<file path="config.mk">
export PLATFORM = sky130hd
export DESIGN_NAME = miriscv_decode_bpu
export DESIGN_NICKNAME = d
export VERILOG_FILES = /design/src/rtl/miriscv_decode_bpu.sv
export SDC_FILE = /design/constraint.sdc
export NUM_CORES = 1
export LEC_CHECK = 0
export BUFFER_PORTS_ARGS = -buffer_cell sky130_fd_sc_hd__buf_2
export CORE_ASPECT_RATIO = 1.2
export CORE_MARGIN = 2
export CORE_UTILIZATION = 40
export CTS_BUF_LIST = sky130_fd_sc_hd__clkbuf_4 sky130_fd_sc_hd__clkbuf_8
export DETAILED_ROUTE_END_ITERATION = 8
export PLACE_DENSITY = 0.61
export SETUP_SLACK_MARGIN = 0.1
export SYNTH_ARGS = -nofsm -noshare
export SYNTH_HDL_FRONTEND = slang
export SYNTH_SLANG_ARGS = --single-unit
export TNS_END_PERCENT = 30
</file>
<file path="constraint.sdc">
create_clock -name clk_i -period 5.2 [get_ports clk_i]
set_input_delay 0.26 -clock clk_i [delete_from_list [all_inputs] [get_ports clk_i]]
set_output_delay 0.26 -clock clk_i [all_outputs]
set_load 0.05 [all_outputs]
</file>
<file path="src/rtl/miriscv_decode_bpu.sv">
// miriscv_decode_bpu: dynamic branch predictor (saturating-counter BHT) for the decode stage.
//   clk_i, arstn_i         clock, asynchronous active-low reset
//   clear_i, busy_o        restart table-clear sweep / sweep in progress
//   lk_*                   combinational lookup from decode (pc, type flags, backward bit) -> lk_taken_o
//   upd_*                  resolved outcome from execute, trains the table
//   mispredict_o           combinational mispredict flag for the update port
//   perf_br_cnt_o          saturating count of resolved branches
//   perf_mis_cnt_o         saturating count of mispredicted branches
module miriscv_decode_bpu #(
    parameter int XLEN          = 32,
    parameter int BHT_ENTRIES   = 64,
    parameter int CNT_W         = 2,
    parameter bit BTFN_FALLBACK = 1'b1,
    parameter int PERF_W        = 32
) (
    input  logic              clk_i,
    input  logic              arstn_i,
    input  logic              clear_i,
    output logic              busy_o,
    input  logic [XLEN-1:0]   lk_pc_i,
    input  logic              lk_branch_i,
    input  logic              lk_jal_i,
    input  logic              lk_jalr_i,
    input  logic              lk_back_i,
    output logic              lk_taken_o,
    input  logic              upd_valid_i,
    input  logic [XLEN-1:0]   upd_pc_i,
    input  logic              upd_branch_i,
    input  logic              upd_taken_i,
    input  logic              upd_pred_i,
    output logic              mispredict_o,
    output logic [PERF_W-1:0] perf_br_cnt_o,
    output logic [PERF_W-1:0] perf_mis_cnt_o
);
    localparam int IDX_W = $clog2(BHT_ENTRIES);
    localparam logic [0:0] INIT = 1'b0;
    localparam logic [0:0] RUN  = 1'b1;
    // weakly not-taken; evaluates to 0 for a 1-bit counter
    localparam logic [CNT_W-1:0] CNT_INIT = CNT_W'((1 << (CNT_W - 1)) - 1);
    localparam logic [IDX_W-1:0] IDX_LAST = IDX_W'(BHT_ENTRIES - 1);

    logic [CNT_W-1:0]       cnt_q [BHT_ENTRIES];
    logic [BHT_ENTRIES-1:0] vld_q;
    logic [0:0]             state_q, state_d;
    logic [IDX_W-1:0]       sweep_q, sweep_d;
    logic [PERF_W-1:0]      br_q, br_d, mis_q, mis_d;

    logic [IDX_W-1:0] lk_idx, upd_idx, wr_idx;
    logic [CNT_W-1:0] upd_cnt, wr_cnt;
    logic             run, upd_br, upd_en, wr_en, wr_vld;

    assign lk_idx  = lk_pc_i[IDX_W+1:2];
    assign upd_idx = upd_pc_i[IDX_W+1:2];
    assign run     = state_q == RUN;
    assign upd_br  = upd_valid_i & upd_branch_i;
    assign upd_en  = run & upd_br & ~clear_i;

    assign busy_o         = ~run;
    assign mispredict_o   = upd_valid_i & (upd_pred_i != upd_taken_i);
    assign perf_br_cnt_o  = br_q;
    assign perf_mis_cnt_o = mis_q;

    // Lookup reads the table before this cycle's update lands (no bypass).
    always_comb begin
        lk_taken_o = lk_jal_i    ? 1'b1 :
                     lk_jalr_i   ? 1'b0 :
                     lk_branch_i ? ((run && vld_q[lk_idx]) ? cnt_q[lk_idx][CNT_W-1] : (BTFN_FALLBACK & lk_back_i)) :
                                   1'b0;
    end

    always_comb begin
        upd_cnt = upd_taken_i ? ((cnt_q[upd_idx] == '1) ? cnt_q[upd_idx] : cnt_q[upd_idx] + CNT_W'(1)) :
                                ((cnt_q[upd_idx] == '0) ? cnt_q[upd_idx] : cnt_q[upd_idx] - CNT_W'(1));
        // The sweep owns the write port while in INIT; training only happens in RUN.
        wr_en  = ~run | upd_en;
        wr_idx = run ? upd_idx : sweep_q;
        wr_cnt = run ? upd_cnt : CNT_INIT;
        wr_vld = run;
    end

    always_comb begin
        state_d = state_q;
        sweep_d = sweep_q;
        br_d    = br_q;
        mis_d   = mis_q;
        if (clear_i) begin
            state_d = INIT;
            sweep_d = '0;
            br_d    = '0;
            mis_d   = '0;
        end else if (!run) begin
            sweep_d = sweep_q + IDX_W'(1);
            state_d = (sweep_q == IDX_LAST) ? RUN : INIT;
        end else if (upd_br) begin
            br_d  = (&br_q) ? br_q : br_q + PERF_W'(1);
            mis_d = (mispredict_o && !(&mis_q)) ? mis_q + PERF_W'(1) : mis_q;
        end
    end

    always_ff @(posedge clk_i or negedge arstn_i) begin
        if (!arstn_i) begin
            state_q <= INIT;
            sweep_q <= '0;
            br_q    <= '0;
            mis_q   <= '0;
        end else begin
            state_q <= state_d;
            sweep_q <= sweep_d;
            br_q    <= br_d;
            mis_q   <= mis_d;
        end
    end

    // Table storage is deliberately unreset; the sweep initialises it.
    always_ff @(posedge clk_i) begin
        if (wr_en) begin
            cnt_q[wr_idx] <= wr_cnt;
            vld_q[wr_idx] <= wr_vld;
        end
    end
endmodule

</file>
==> metrics list, run 1 <==
* Worst setup path startpoint: run
* Tightest slew margin relative to the limit: 31.4%
- Synthesis instantiated 60 different standard cells from the library.
- Width of the chip: 165 um
* Peak supply drop: 0.175 mV
* Register area share after synthesis: 60.6%
* CTS tree: built
* Source of the worst register-to-register timing path: run
- Counting flops with a built-in enable in the synthesized netlist gives 192.
- The number of clock buffers added by TritonCTS is 44.
- The number of global-route vias before repair came to 8,387.
- In this run, the combinational gates consume 5.4% of the power.
- Warning count from the yosys run: 0
* Sequential standard cell area: 7540 um2
- Initial core utilization: 40.7%
* Setup repair after global routing missed its margin: false
- Remaining antenna violation count: 0
* Relative contribution of the clock network to total power: 41.6%
- Netlist area before placement: 12,400 um2
- Flop and latch count out of synthesis: 263
- The first global-routing pass estimated 47.5 mm of wire.
* Final #Nets: 1,095
* Number of buffers inserted by post-CTS setup repair: 0
- Sequential cells account for 53.0% of the total power.
* Critical path, cell by cell: inv_1 -> a311oi_1 -> nand3_1 -> a2111oi_1 -> a311o_1 -> buf_2
- Instance count of the mapped netlist: 916
- Class of the most critical setup path: reg2out
- The final route contains 8,151 vias.
- Broken down by cell family, the worst path's largest delay share belongs to flip-flops.
- Mean instance size in the synthesized netlist: 13.6 um2
* Critical Path AT: 3.32 ns
* CP bufs+invs: 2
* Number of max-capacitance violations reported: 0
- In this run the static leakage power is 0.00506 uW.
* Worst Path Max Fanout: 52
* Core Area: 30,600 um2
- Final cycle utilization of the critical path: 68.9%
- In the final timing run, aggregate negative setup slack is 0 ns.
- Iteration-0 DRC Markers: 685
- The first detailed-routing pass ran for 6 iterations.
- RD Place Congestion: 0.825
- The worst hold path begins at upd_valid_i.
- The initialized floorplan defines 70 standard-cell rows.
* Clock network latency to the later pin of the worst-skew pair: 0.55 ns
- 0 antenna diodes ended up in the layout.
- Post-layout instance count excluding filler cells: 1,440
- Transition time at the pin with the least slew margin: 1.03 ns
* Area overhead of the layout relative to synthesis: 13.4%
* HPWL reported at the end of detailed placement: 20.1 mm
- For this run, the slowest stage of the critical path takes 1.04 ns.
- For this run, the leading register cell type out of synthesis is sky130_fd_sc_hd__edfxtp_1.
- Clk pin slew, worst setup/hold paths: 0.06 ns
* Total area of multi-input combinational cells: 4660 um2
- Port buffering added 89 buffers.
- Using the TritonRoute via totals, the vias-per-cell ratio works out to 5.66.
- Power dissipated by switching net loads: 955 uW
- Synth async-reset ratio: 27.0%
* Fraction of layout instances using a drive strength above 1: 22.7%
- For the final database, setup skew stands at 0.0310 ns.
- Internal power: 3280 uW
* Resized cells post-CTS: 0
- For this run the aggregate overflow at the end of global routing stands at 0.
- Total placed cells including tap cells: 1,366
- The final max-slew violation count was 0.
* Peak Freq: 279 MHz
- Top-level port count: 142
* CTS sink count: 263
- Dividing the detail-routed wire length by the instance count gives 21.1 um.
- Share of total power consumed by net switching: 22.5%
* Category of the worst setup path capture point: primary output
* Outcome: completed
- The die covers 32,500 um2.
- Root buffer cell: sky130_fd_sc_hd__clkbuf_8
- For this design, the slowest cell found on the critical path is sky130_fd_sc_hd__dfrtp_2.
* Final routed DRC violation total: 0
* Hold bufs inserted after CTS: 1
- Core Util, Final: 46.1%
* Power density relative to cell area: 300 nW/um2
- The clock passes through at most 3 buffers.
- The final layout contains routed wiring with a total length of 30.4 mm.
- Largest cells by area after synthesis: sky130_fd_sc_hd__edfxtp_1, sky130_fd_sc_hd__dfrtp_1, sky130_fd_sc_hd__mux4_2
- Minimum clock period: 3.58 ns
- Critical Path RT: 4.94 ns
* Crit path launch type: flip-flop
* Chip Height: 197 um
- CTS H-tree lvls: 2
- On the final layout, the worst hold slack is 0.284 ns.
- Area share of the largest cell type after synthesis: 46.4%
- Number of setup violations in the final report: 0
- Count of filler cells inserted in the layout: 2,754
* Global-route usage over all layers: 19.1%
* Maximum number of pins on one net before global-route repair: 80
* Fin. Hold Viols: 0
- Nets in the synthesized netlist: 994
- Initial antenna violation count: 0
* Biggest area consumer among synthesized cells: sky130_fd_sc_hd__edfxtp_1
- The tightest min-delay check is of the in2reg type.
path summary, 6_finish.rpt:
path                                 endpoint  slack [ns]  depth (start not counted)
max in group asynchronous                 run        4.14                          2
setup reg to reg                    vld_q[11]        1.86                          4
setup / recovery                   lk_taken_o        1.62                          6
hold / removal              perf_br_cnt_o[20]        0.28                          5
min in group asynchronous    perf_br_cnt_o[5]        0.40                          2
hold reg to reg            perf_mis_cnt_o[26]        0.55                          2
synth_stat cells, types with 3 or more instances:
cell / number
sky130_fd_sc_hd__a2111oi_0: 3
sky130_fd_sc_hd__a211oi_1: 3
sky130_fd_sc_hd__a21oi_1: 21
sky130_fd_sc_hd__a221oi_1: 3
sky130_fd_sc_hd__a22o_1: 3
sky130_fd_sc_hd__a311oi_1: 3
sky130_fd_sc_hd__and2_1: 11
sky130_fd_sc_hd__and3_1: 15
sky130_fd_sc_hd__and4_1: 8
sky130_fd_sc_hd__buf_1: 5
sky130_fd_sc_hd__buf_2: 12
sky130_fd_sc_hd__buf_4: 3
sky130_fd_sc_hd__clkbuf_1: 23
sky130_fd_sc_hd__dfrtp_1: 71
sky130_fd_sc_hd__edfxtp_1: 192
sky130_fd_sc_hd__ha_1: 3
sky130_fd_sc_hd__inv_1: 13
sky130_fd_sc_hd__mux2_2: 15
sky130_fd_sc_hd__mux2i_1: 21
sky130_fd_sc_hd__mux4_1: 6
sky130_fd_sc_hd__mux4_2: 54
sky130_fd_sc_hd__nand2_1: 51
sky130_fd_sc_hd__nand2b_1: 6
sky130_fd_sc_hd__nand3_1: 31
sky130_fd_sc_hd__nand4_1: 20
sky130_fd_sc_hd__nor2_1: 140
sky130_fd_sc_hd__nor2b_1: 17
sky130_fd_sc_hd__nor3_1: 10
sky130_fd_sc_hd__nor3b_1: 4
sky130_fd_sc_hd__nor4_1: 6
sky130_fd_sc_hd__o2111ai_1: 6
sky130_fd_sc_hd__o211ai_1: 9
sky130_fd_sc_hd__o21ai_0: 19
sky130_fd_sc_hd__o22ai_1: 5
sky130_fd_sc_hd__o31ai_1: 4
sky130_fd_sc_hd__o32ai_1: 4
sky130_fd_sc_hd__or3_1: 17
sky130_fd_sc_hd__or4_1: 5
sky130_fd_sc_hd__xnor2_1: 21
sky130_fd_sc_hd__xor2_1: 27
layer usage:
metal	global-route usage (%)	wire length, um	part of all wire, %	up-vias
li1	-	-	-	3719
met1	25.0	12600	41	4051
met2	32.1	15100	50	324
met3	3.46	1970	6.5	57
met4	6.34	759	2.5	0
met5	0	0	0	-
worst register-to-register path, delay by kind of cell, from the launching register on:
kind / cells / cell delay, ns
DFF: 1 / 1.04
AOI/OAI and AO/OA: 1 / 0.56
and+or+nand+nor: 3 / 1.38
cell usage in the layout (no fill, tap or decap), types with 9 or more instances in the layout:
cell	n
sky130_fd_sc_hd__edfxtp_1	192
sky130_fd_sc_hd__and2_1	11
sky130_fd_sc_hd__nand2_1	51
sky130_fd_sc_hd__nor2_1	140
sky130_fd_sc_hd__clkinv_1	14
sky130_fd_sc_hd__nand3_1	31
sky130_fd_sc_hd__mux2i_1	21
sky130_fd_sc_hd__nand4_1	20
sky130_fd_sc_hd__o211ai_1	9
sky130_fd_sc_hd__buf_4	9
sky130_fd_sc_hd__nor3_1	10
sky130_fd_sc_hd__a21oi_1	20
sky130_fd_sc_hd__and3_1	15
sky130_fd_sc_hd__xor2_1	27
sky130_fd_sc_hd__nor2b_1	17
sky130_fd_sc_hd__dfrtp_1	70
sky130_fd_sc_hd__xnor2_1	21
sky130_fd_sc_hd__buf_2	88
sky130_fd_sc_hd__clkbuf_4	10
sky130_fd_sc_hd__o21ai_0	19
sky130_fd_sc_hd__mux2_2	15
sky130_fd_sc_hd__inv_1	13
sky130_fd_sc_hd__mux4_2	54
sky130_fd_sc_hd__clkbuf_8	44
sky130_fd_sc_hd__or3_1	17
flip-flops by register name, summed over array words and instances, names as in the netlist:
| register | count |
|---|---|
| run | 1 |
| perf_mis_cnt_o | 32 |
| vld_q | 64 |
| cnt_q | 128 |
| perf_br_cnt_o | 32 |
| sweep_q | 6 |
power by group through the flow:
stage	sequential [uW]	clock (uW)	combinational, uW
after floorplan	2280	0	152
after global placement	2290	0	230
after detailed placement	2290	0	231
after CTS	2240	1810	232
after global routing	2240	1900	248
final	2240	1760	230
through the flow:
| stage | setup WS [ns] | instance area, um2 | total power [uW] |
|---|---|---|---|
| floorplan | 0.820 | 12400 | 2440 |
| global placement | 1.52 | 13300 | 2520 |
| detailed placement | 1.40 | 13300 | 2520 |
| CTS | 1.63 | 14100 | 4280 |
| global route | 1.39 | 14100 | 4390 |
| finish | 1.62 | 14100 | 4230 |
layout make-up:
cell class                      count  share of cell area (%)
Sequential cell                   263                    53.5
Multi-Input combinational cell    596                    33.0
Clock buffer                       54                    4.83
Timing Repair Buffer               99                    3.82
Tap cell                          396                    3.51
Clock inverter                     19                   0.950
Inverter                           13                   0.346
cells by family (layout without fill, tap and decap cells):
logic type                 count (synthesis)  after routing  synth area share [%]
AOI/OAI and AO/OA                        101            101                  5.79
xor gates and xnor gates                  48             48                  3.38
adders and majority gates                  3              3                 0.302
buffers and inverters                     57            185                  1.99
DFF                                      263            263                  60.6
muxes                                     96             96                  14.1
and+or+nand+nor                          348            348                  13.8
(Power assumes the default switching activity.)
==> run 2, diff against run 1 <==
--- a/config.mk
+++ b/config.mk
@@ -5,6 +5,7 @@
 export SDC_FILE = /design/constraint.sdc
 export NUM_CORES = 1
 export LEC_CHECK = 0
+export ABC_AREA = 1
 export BUFFER_PORTS_ARGS = -buffer_cell sky130_fd_sc_hd__buf_2
 export CORE_ASPECT_RATIO = 1.2
 export CORE_MARGIN = 2
==> constraint.sdc (replaced) <==
create_clock -name clk_i -period 3.3 [get_ports clk_i]
set_input_delay 0.165 -clock clk_i [delete_from_list [all_inputs] [get_ports clk_i]]
set_output_delay 0.165 -clock clk_i [all_outputs]
set_load 0.05 [all_outputs]
==> run 2 against run 1 <==
Effect of this change: via count up 37%; register-to-register slack worse by 1.3 ns; synthesized cell count up 65%; sequential cell count unchanged; final cell count up 42%; worst setup slack worse by 1.1 ns; critical path type is now reg2reg.
==> metrics list, run 2 <==
- In this run the static leakage power is 0.00583 uW.
- The final max-slew violation count was 0.
- Across the VDD grid, the largest voltage drop is 0.277 mV.
* Most flops, register: cnt_q
- Number of cell instances on the worst register-to-register path: 6
- Initial antenna violation count: 1
- CTS tree: built
* Terminus of the critical flop-to-flop path: vld_q[58]
* # diodes: 0
- Power density relative to cell area: 469 nW/um2
- Global-route usage over all layers: 22.2%
* First-pass GRT wire length: 59.8 mm
- RD Place Congestion: 0.910
- Count leader, synth: sky130_fd_sc_hd__nand2_1
* Flop and latch count out of synthesis: 263
- In this run the most critical hold path is launched from upd_pred_i.
* Transition time at the pin with the least slew margin: 0.922 ns
- The worst path needs 2.77 ns of the cycle, external delays included.
- During synthesis, Yosys emitted a total of 0 warnings.
- In the final layout, the share of cells above drive strength 1 is 13.0%.
* Number of buffers on the longest clock path: 3
* Crit path launch type: flip-flop
* Maximum number of pins on one net before global-route repair: 72
- Nets in the synthesized netlist: 1,591
* Netlist area before placement: 13,300 um2
- The final critical path takes up 84.0% of the cycle.
* Total congestion overflow after global routing: 0
* Peak per-stage delay on the critical path: 0.64 ns
* Largest cells by area after synthesis: sky130_fd_sc_hd__edfxtp_1, sky130_fd_sc_hd__dfrtp_1, sky130_fd_sc_hd__nand2_1
- For the worst setup path, the data required time is 3.51 ns.
* Peak Freq: 361 MHz
- Setup repair after global routing left no endpoint under its margin.
- Overall die area: 34,700 um2
- The final layout contains routed wiring with a total length of 37.6 mm.
* Outcome: completed
* Final #Nets: 1,683
- Setup violations remaining at the end of the flow were counted as 0.
- The largest registers in the layout are cnt_q: 128 flops, vld_q: 64 flops.
* Mean instance size in the synthesized netlist: 8.77 um2
- The largest individual stage delay along the critical path comes from the cell sky130_fd_sc_hd__dfrtp_2.
- In this run the worst hold path is classified as in2reg.
- Number of rows in the core area: 73
- Area of all placed cells without fillers: 15,100 um2
- After floorplanning, the core was sized to cover 32,900 um2.
* Root buffer cell: sky130_fd_sc_hd__clkbuf_8
- Tightest slew margin relative to the limit: 38.5%
- Synth async-reset ratio: 27.0%
- Total number of vias: 11,161
- Iteration-0 DRC Markers: 873
- The register with the most flip-flops in the layout has 128 of them.
- Hold bufs inserted after CTS: 1
- Category of the worst setup path capture point: flip-flop
- Number of vias per cell: 5.44
- Yosys cell types: 41
- Summing the sequential cell areas from Yosys gives 56.8% of the chip area.
* Post-synth top cells: sky130_fd_sc_hd__nand2_1, sky130_fd_sc_hd__nand3_1, sky130_fd_sc_hd__edfxtp_1, sky130_fd_sc_hd__nor2_1, sky130_fd_sc_hd__inv_1
- Clk pin slew, worst setup/hold paths: 0.06 ns
- In this run the post-CTS setup repair buffer count came out at 0.
* Worst-case register-to-register setup slack: 0.53 ns
- CP dominant cell by count: sky130_fd_sc_hd__nor2_1
- The count of buffers added on input and output ports is 89.
- Leading cell type in the layout, fill and taps excluded: sky130_fd_sc_hd__nand2_1
* Top-level port count: 142
* Hold path endpoint: perf_mis_cnt_o[27]
- Fin. Hold Viols: 0
* Number of CTS-inserted buffers: 44
* Instance count of the mapped netlist: 1,513
- From bottom edge to top edge, the die measures 204 um.
- HPWL reported at the end of detailed placement: 24.6 mm
- Counting flops with a built-in enable in the synthesized netlist gives 192.
- Clock network latency to the later pin of the worst-skew pair: 0.57 ns
- Resized cells post-CTS: 0
* First-pass iteration count of the detailed router: 5
* Placed cell area: 14,200 um2
- The number of global-route vias before repair was 11,008.
- Commonest non-fill, non-tap cells in the layout: sky130_fd_sc_hd__nand2_1, sky130_fd_sc_hd__nand3_1, sky130_fd_sc_hd__edfxtp_1
* Critical Path AT: 2.98 ns
* Class of the most critical setup path: reg2reg
- In the final timing run, aggregate negative setup slack is 0 ns.
* Commonest register cell after synthesis: sky130_fd_sc_hd__edfxtp_1
- Area overhead of the layout relative to synthesis: 13.8%
* Wire per inst: 18.3 um
* Final worst clock skew: 0.0271 ns
- Max-cap violations in this run came to 0.
- The startpoint identified for the worst register-to-register timing path is run.
- The signal on the critical path passes through clkinv_1 -> nand2_1 -> o21ai_1 -> nor2_1 -> nand3_1 -> nor2_1.
* CTS H-tree lvls: 2
- Worst Path Max Fanout: 24
- Area share of the largest cell type after synthesis: 43.4%
- The die is 170 um wide.
- The count of nets left with antenna violations once routing finished came out at 0.
- Initial core utilization: 40.4%
- Biggest area consumer among synthesized cells: sky130_fd_sc_hd__edfxtp_1
- CTS sink count: 263
* Count of cells along the worst hold path: 5
* Final routed DRC violation total: 0
## run 2: how the worst max path moves through the flow
stage	startpoint	end	slack (ns)	cells after the start
floorplan	run	cnt_q[40][0]	0.60	7
global placement	upd_pc_i[2]	cnt_q[45][0]	0.40	14
detailed placement	upd_pc_i[2]	cnt_q[47][0]	0.38	14
CTS	run	cnt_q[51][1]	0.49	6
global route	run	cnt_q[51][1]	0.31	6
finish	run	vld_q[58]	0.53	6
## run 2: per-stage QoR
step           setup WS (ns)  utilization [%]  hold slack, ns  total power [uW]  instances
2_1_floorplan          0.600                -          -0.131              3950       1513
3_3_place_gp           0.395             43.2           0.364              4130       1970
3_5_place_dp           0.382             43.2           0.368              4130       1970
4_1_cts                0.494             46.0           0.191              7140       2051
5_1_grt                0.309             46.0           0.239              7340       2051
6_report               0.529             46.0           0.229              7080       2051
## run 2: area by class of cell
class	count	area, um2
Clock buffer	61	746
Inverter	83	314
Multi-Input combinational cell	1101	5120
Timing Repair Buffer	112	711
Clock inverter	19	161
Sequential cell	263	7540
Tap cell	412	515
Fill cell	3192	17800
## run 2: metal layers
layer	vias to the layer above	part of all wire, %	track usage [%]
met5	-	0.035	0
met4	2	2.8	7.91
met1	5303	40	27.8
met2	407	50	38.7
li1	5373	-	-
met3	76	7.0	3.73
## run 2: cell families after synthesis
kind of cell / Yosys count / synth area share, %
XOR/XNOR: 26 / 1.72
AO/OA/AOI/OAI: 99 / 4.37
flip-flops: 263 / 56.8
buffers and inverters: 149 / 4.75
AND/OR/NAND/NOR: 973 / 32.1
adder cells (fa/ha/maj): 3 / 0.283
## run 2: worst max-delay path, delay by kind of cell (launching register included)
kind | cells | cell delay, ns
simple gates | 4 | 1.31
compound gates | 1 | 0.12
buf+inv | 1 | 0.35
flops | 1 | 0.64
## run 2: where the power goes
group          total [uW]  switching (uW)  internal (uW)
sequential           3550            16.0           3540
combinational         513             382            131
clock                3010            1320           1700
total                7080            1720           5360
